$ cat src/rtl/md_issue_ctrl.sv
// E-stage issue/stall controller for the multiply/divide unit: drives start/op/operands,
// predicts the unit's busy window cycle-exactly, stalls HI/LO consumers in D, requests rollback.
module md_issue_ctrl #(
    parameter int MULT_LAT = 5,
    parameter int DIV_LAT  = 10,
    parameter int CNT_W    = 4
) (
    input  logic        clk,
    input  logic        reset,
    input  logic        e_valid,
    input  logic [3:0]  e_md_op,
    input  logic [31:0] e_rs_val,
    input  logic [31:0] e_rt_val,
    input  logic        e_hold,
    input  logic        m_exc,
    input  logic        d_md_use,
    output logic        md_start,
    output logic [3:0]  md_op,
    output logic [31:0] md_d1,
    output logic [31:0] md_d2,
    output logic        md_err,
    output logic        stall_d,
    output logic        md_busy_pred
);

    typedef enum logic {
        ST_IDLE,
        ST_RUN
    } state_t;

    localparam logic [CNT_W-1:0] MULT_CNT = CNT_W'(MULT_LAT);
    localparam logic [CNT_W-1:0] DIV_CNT  = CNT_W'(DIV_LAT);

    state_t           r_state;
    state_t           w_state_nxt;
    logic [CNT_W-1:0] r_cnt;
    logic [CNT_W-1:0] w_cnt_nxt;
    logic             r_issued;
    logic             r_start_q;
    logic             w_op_start;
    logic             w_op_long;
    logic             w_op_mult;
    logic             w_run;

    assign w_op_start = (e_md_op >= 4'd1) && (e_md_op <= 4'd6);
    assign w_op_long  = (e_md_op >= 4'd1) && (e_md_op <= 4'd4);
    assign w_op_mult  = (e_md_op == 4'd1) || (e_md_op == 4'd2);
    assign w_run      = (r_state == ST_RUN);

    // An op arriving in E during RUN is a protocol violation; it is simply not started.
    assign md_start     = e_valid & w_op_start & ~r_issued & ~m_exc & ~w_run;
    assign md_op        = e_valid ? e_md_op : 4'd0;
    assign md_d1        = e_rs_val;
    assign md_d2        = e_rt_val;
    // The unit's own busy flag rises a cycle after start, so the start cycle is covered here.
    assign md_busy_pred = (md_start & w_op_long) | w_run;
    assign stall_d      = d_md_use & md_busy_pred;
    assign md_err       = m_exc & (r_start_q | r_issued);

    always_comb begin
        // NOTE: every always_comb target gets a default first so no path can infer a latch.
        w_state_nxt = r_state;
        w_cnt_nxt   = r_cnt;
        if (md_err) begin
            w_state_nxt = ST_IDLE;
            w_cnt_nxt   = '0;
        end else if (w_run) begin
            if (r_cnt == CNT_W'(1)) begin
                w_state_nxt = ST_IDLE;
                w_cnt_nxt   = '0;
            end else begin
                w_cnt_nxt = r_cnt - CNT_W'(1);
            end
        end else if (md_start && w_op_long) begin
            w_state_nxt = ST_RUN;
            w_cnt_nxt   = w_op_mult ? MULT_CNT : DIV_CNT;
        end
    end

    always_ff @(posedge clk) begin
        if (reset) begin
            r_state   <= ST_IDLE;
            r_cnt     <= '0;
            r_issued  <= 1'b0;
            r_start_q <= 1'b0;
        end else begin
            // NOTE: state registers use non-blocking assignments so every flop samples pre-edge values.
            r_state   <= w_state_nxt;
            r_cnt     <= w_cnt_nxt;
            r_issued  <= ~m_exc & e_hold & (md_start | r_issued);
            r_start_q <= (md_start | r_issued) & ~e_hold & ~m_exc;
        end
    end

endmodule

$ cat config.mk
export PLATFORM = sky130hd
export DESIGN_NAME = md_issue_ctrl
export DESIGN_NICKNAME = d
export VERILOG_FILES = /design/src/rtl/md_issue_ctrl.sv
export SDC_FILE = /design/constraint.sdc
export NUM_CORES = 1
export LEC_CHECK = 0
export ABC_AREA = 0
export CAP_MARGIN = 20
export CELL_PAD_IN_SITES_DETAIL_PLACEMENT = 1
export CELL_PAD_IN_SITES_GLOBAL_PLACEMENT = 1
export CORE_MARGIN = 5
export CORE_UTILIZATION = 14
export CTS_BUF_LIST = sky130_fd_sc_hd__clkbuf_2
export CTS_CLUSTER_DIAMETER = 120
export DETAILED_ROUTE_END_ITERATION = 8
export PLACE_DENSITY = 0.83
export SYNTH_ARGS = -nofsm -noshare
export SYNTH_HDL_FRONTEND = slang
export SYNTH_SLANG_ARGS = --single-unit
$ cat constraint.sdc
create_clock -name clk -period 1.78 [get_ports clk]
set_clock_uncertainty 0.1 [all_clocks]
set_input_delay 0.267 -clock clk [delete_from_list [all_inputs] [get_ports clk]]
set_output_delay 0.267 -clock clk [all_outputs]
set_load 0.1 [all_outputs]
After elaboration in Yosys (flattened, before gate mapping)
Index checks and enable logic that the tools add are counted.

$add $sub $neg: 1. Multipliers: 0. Divide/modulo/power cells: 0. Order comparisons: 3. Eq/ne operators: 3. Shift-type cells: 0. Mux-type cells: 8. Bitwise logic cells: 18. Reductions and logical operators: 6.

Operators with widths (number): $mux W4 (5); $and A1 B1 Y1 (11); $eq A4 B1 Y1 const B (2); $le A4 B3 Y1 const B (2); $eq A4 B2 Y1 const B (1); $ge A4 B1 Y1 const B (1); $not A1 Y1 (4); $sub A4 B1 Y4 const B (1); $logic_and A1 B1 Y1 (3); $mux W1 (3); $or A1 B1 Y1 (3); $reduce_bool A2 Y1 (1); $reduce_or A2 Y1 (1); $logic_or A1 B1 Y1 (1).

Bits in registers: 7. Latch bits: 0. Memory bits (writable): 0. ROM bits: 0. Logic and storage cells: 43. Memories: 0.

Logic depth before layout (Yosys ltp)
Word-level depth: 9. Gate-level depth with buffers: 6. Gate-level depth less buffers: 6.

Worst setup path after synthesis
OpenSTA, ideal clock, no wires.

Path kind: reg-to-output. Start point: register r_issued. End point: output stall_d. Data arrival time: 2.240 ns. Required time: 1.413 ns. Setup slack: -0.827 ns. Stages on the path, launching flop included: 4. Path buffers: 0. Cell sequence: dfxtp_1 nor4b_4 a31oi_2 nor2b_1.

Cells in the longest elaborated chain, start to end: 7.

Ends and longest elaborated chain: start: declaration (line 38) `logic r_issued;`; start signal: assignment (line 90) `r_issued <= ~m_exc & e_hold & (md_start | r_issued);`; $not A1 Y1 (line 51) `assign md_start = e_valid & w_op_start & ~r_issued & ~m_exc & ~w_run;`; $and A1 B1 Y1 (3 in a row) (line 51); $and A1 B1 Y1 (line 56) `assign md_busy_pred = (md_start & w_op_long) | w_run;`; $or A1 B1 Y1 (line 56); $and A1 B1 Y1 (line 57) `assign stall_d = d_md_use & md_busy_pred;`; end: declaration (line 22) `output logic stall_d,`.

No other way between the ends.

Final worst setup path
Start point: input m_exc. End point: output stall_d.

Cells in the longest elaborated chain, start to end: 6.

Ends and longest elaborated chain: start: declaration (line 15) `input logic m_exc,`; $not A1 Y1 (line 51); $and A1 B1 Y1 (2 in a row) (line 51); $and A1 B1 Y1 (line 56); $or A1 B1 Y1 (line 56); $and A1 B1 Y1 (line 57).

No other way between the ends.

==> flow_metrics.env <==
export IMPL_status="complete, but fails checks"
export IMPL_violations="setup timing"
export IMPL_path_cells="dlygate4sd2_1 -> nor4b_4 -> a31oi_4 -> nor2b_4 -> buf_12"
export IMPL_pin_count=146
export IMPL_crit_buf_inv=2
export IMPL_layout_drive_gt1_share_pct=46.2
export IMPL_hpwl_um=1440
export IMPL_slew_violations=0
export IMPL_dpl_instance_area_um2=975
export IMPL_grt_remaining_overflow=0
export IMPL_worst_pin_slew_ns=0.359
export IMPL_cts_buffer_depth=2
export IMPL_synth_top_area_share_pct=49.4
export IMPL_start_util_pct=14.3
export IMPL_synth_area_leaders="buf_4 (49%), dfxtp_1 (14%), ha_1 (2.6%)"
export IMPL_grt_pass1_wl_um=3050
export IMPL_cts_tree="yes"
export IMPL_critPathArrivalTime_ns=1.45
export IMPL_cp_slowest_cell="nor4b_4"
export IMPL_fill_cells=817
export IMPL_placed_cells=182
export IMPL_drt_wirelength_per_cell_um=9.53
export IMPL_gp_congestion=0.705
export IMPL_via_per_inst=3.19
export IMPL_total_power_uw=521
export IMPL_fin_crit_sh_pct=102
export IMPL_endpoint_kind="output port"
export IMPL_worstSetupPathType="input pin to output port"
export IMPL_grt_max_degree=11
export IMPL_hold_viol=0
export IMPL_synth_flop_cell="dfxtp_1"
export IMPL_yosysTopAreaCell="buf_4"
export IMPL_antenna_found_initial=0
export IMPL_rows=30
export IMPL_nNetsFinal=168
export IMPL_final_cells=187
export IMPL_relSlewSlack_pct=76.0
export IMPL_antennaDiodeCount=0
export IMPL_insertion_delay_ns=0.24
export IMPL_min_path_type="flop to flop"
export IMPL_grt_pass1_vias=653
export IMPL_crit_fanout=3
export IMPL_tns_ns=-0.0386
export IMPL_cp_start_kind="input pin"
export IMPL_ys_seq_area_share_pct=14.4
export IMPL_path_clk_slew_ns=0.08
export IMPL_fmax_ghz=0.550
export IMPL_cts_root_buffer="clkbuf_2"
export IMPL_power_leakage_uw=0.000370
export IMPL_die_w_um=93.4
export IMPL_max_stage_delay_ns=0.37
export IMPL_die_h_um=93.4
export IMPL_synth_nets=197
export IMPL_ys_seq_elements=7
export IMPL_coreArea_um2=6790
export IMPL_dp_slack_ns=-0.381
export IMPL_yosys_warnings=0
export IMPL_drt_iter0_drc=9
export IMPL_htreeDepth=1
export IMPL_netlist_cell_type_count=33
export IMPL_netlist_area_um2=973
export IMPL_layout_setup_ws_ns=-0.0386
export IMPL_route_detailed_drc=0
export IMPL_setup_violations=1
export IMPL_yosysMostFrequentCell="buf_4"
export IMPL_cts_made_buffers=3
export IMPL_synth_edf_count=0
export IMPL_dieArea_um2=8720
export IMPL_io_buffers=17
export IMPL_period_minus_slack_ns=1.82
export IMPL_syn_to_final_growth_pct=1.80
export IMPL_detail_route_antenna_nets=0
export IMPL_powerDensity_nw_per_um2=526
export IMPL_cp_data_required_time_ns=1.41
export IMPL_via_count=597
export IMPL_syn_avg_cell_area_um2=8.04
export IMPL_grtUsageTotal_pct=4.39
export IMPL_peakVddDrop_mv=0.225
export IMPL_totalWireLength_um=1780
export IMPL_stdcell_area_um2=991
export IMPL_rsz0062_at_grt="true"
export IMPL_drtPass1Iterations=4
export IMPL_maxCapViolations=0
export IMPL_critPathTopFamily="simple AND/OR/NAND/NOR gates"
export IMPL_cts_sinks=7
export IMPL_synthArstFlopShare_pct=0
export IMPL_yosys_top_cells_count="buf_4 (64), dfxtp_1 (7), nor2_1 (5), inv_1 (4)"
export IMPL_syn_instance_count=121
==> metrics by stage <==
stage | utilization [%] | hold WS (ns)
after floorplan | - | 0.239
after global placement | 14.3 | 0.397
after detailed placement | 14.3 | 0.404
after CTS | 14.6 | 0.432
after global routing | 14.6 | 0.434
final | 14.6 | 0.427
==> path summary, 6_finish.rpt <==
kind,slack (ns),endpoint,cells past startpoint,start
worst max register to register,0.22,r_cnt[1],5,r_issued
worst min register to register,0.43,r_cnt[3],2,r_cnt[3]
worst min-delay path,0.43,r_cnt[3],2,r_cnt[3]
worst max-delay path,-0.04,stall_d,5,m_exc
==> layout by cell type, fill, tap and decap left out, types with 3 or more instances in the layout <==
master           netlist  final
and2_1                 3      3
buf_12                 0      8
buf_2                  0      3
clkdlybuf4s50_1        0      3
buf_4                 64     14
dfxtp_1                7      6
inv_1                  4      3
nor3b_1                3      3
clkbuf_2               0      4
nor2_1                 5      5
==> layout make-up <==
cell class | count | area, um^2 | share of cell area (%)
flip-flops and latches | 7 | 141 | 14.3
multi-input cells | 45 | 352 | 35.5
well taps | 96 | 120 | 12.1
inverters | 4 | 18.8 | 1.89
clock buffers | 4 | 20.0 | 2.02
repair buffers | 31 | 339 | 34.2
==> tightest hold or removal path: stages (launching register included) <==
cell and delay, ns:
dfxtp_1 0.35, nand2_1 0.08, a21oi_1 0.06
==> sequential cells by signal (all words and copies together), names as in the netlist <==
name       flops
r_cnt          4
r_state        1
r_start_q      1
r_issued       1
==> what timing repair did <==
item / CTS / global route
pin swaps: 3 / 0
endpoints found under the setup margin: 7 / 3
hold buffers: 0 / 0
setup buffers: 1 / 0
gates resized for setup: 19 / 0
cloned: 0 / 0
==> where the power goes <==
group / internal, uW / switching, uW / leakage [uW]
sequential: 164 / 8.99 / 0.0000574
combinational: 99.0 / 122 / 0.000296
clock: 59.7 / 67.2 / 0.0000166
total: 323 / 198 / 0.000370
==> kinds of logic after synthesis <==
logic type	after synthesis	share of synthesized area [%]
AOI/OAI and AO/OA	12	8.61
buffers and inverters	69	52.1
and+or+nand+nor	28	19.3
muxes	2	2.19
adders and majority gates	2	2.57
xor gates and xnor gates	1	0.900
DFF	7	14.4
==> per-layer routing <==
layer	vias to the layer above	track usage [%]	wire length, um
li1	273	-	-
met1	284	4.11	635
met2	32	7.27	908
met3	8	2.41	195
met4	0	3.05	43
met5	-	0	0
Power figures use the tool's default switching activity.
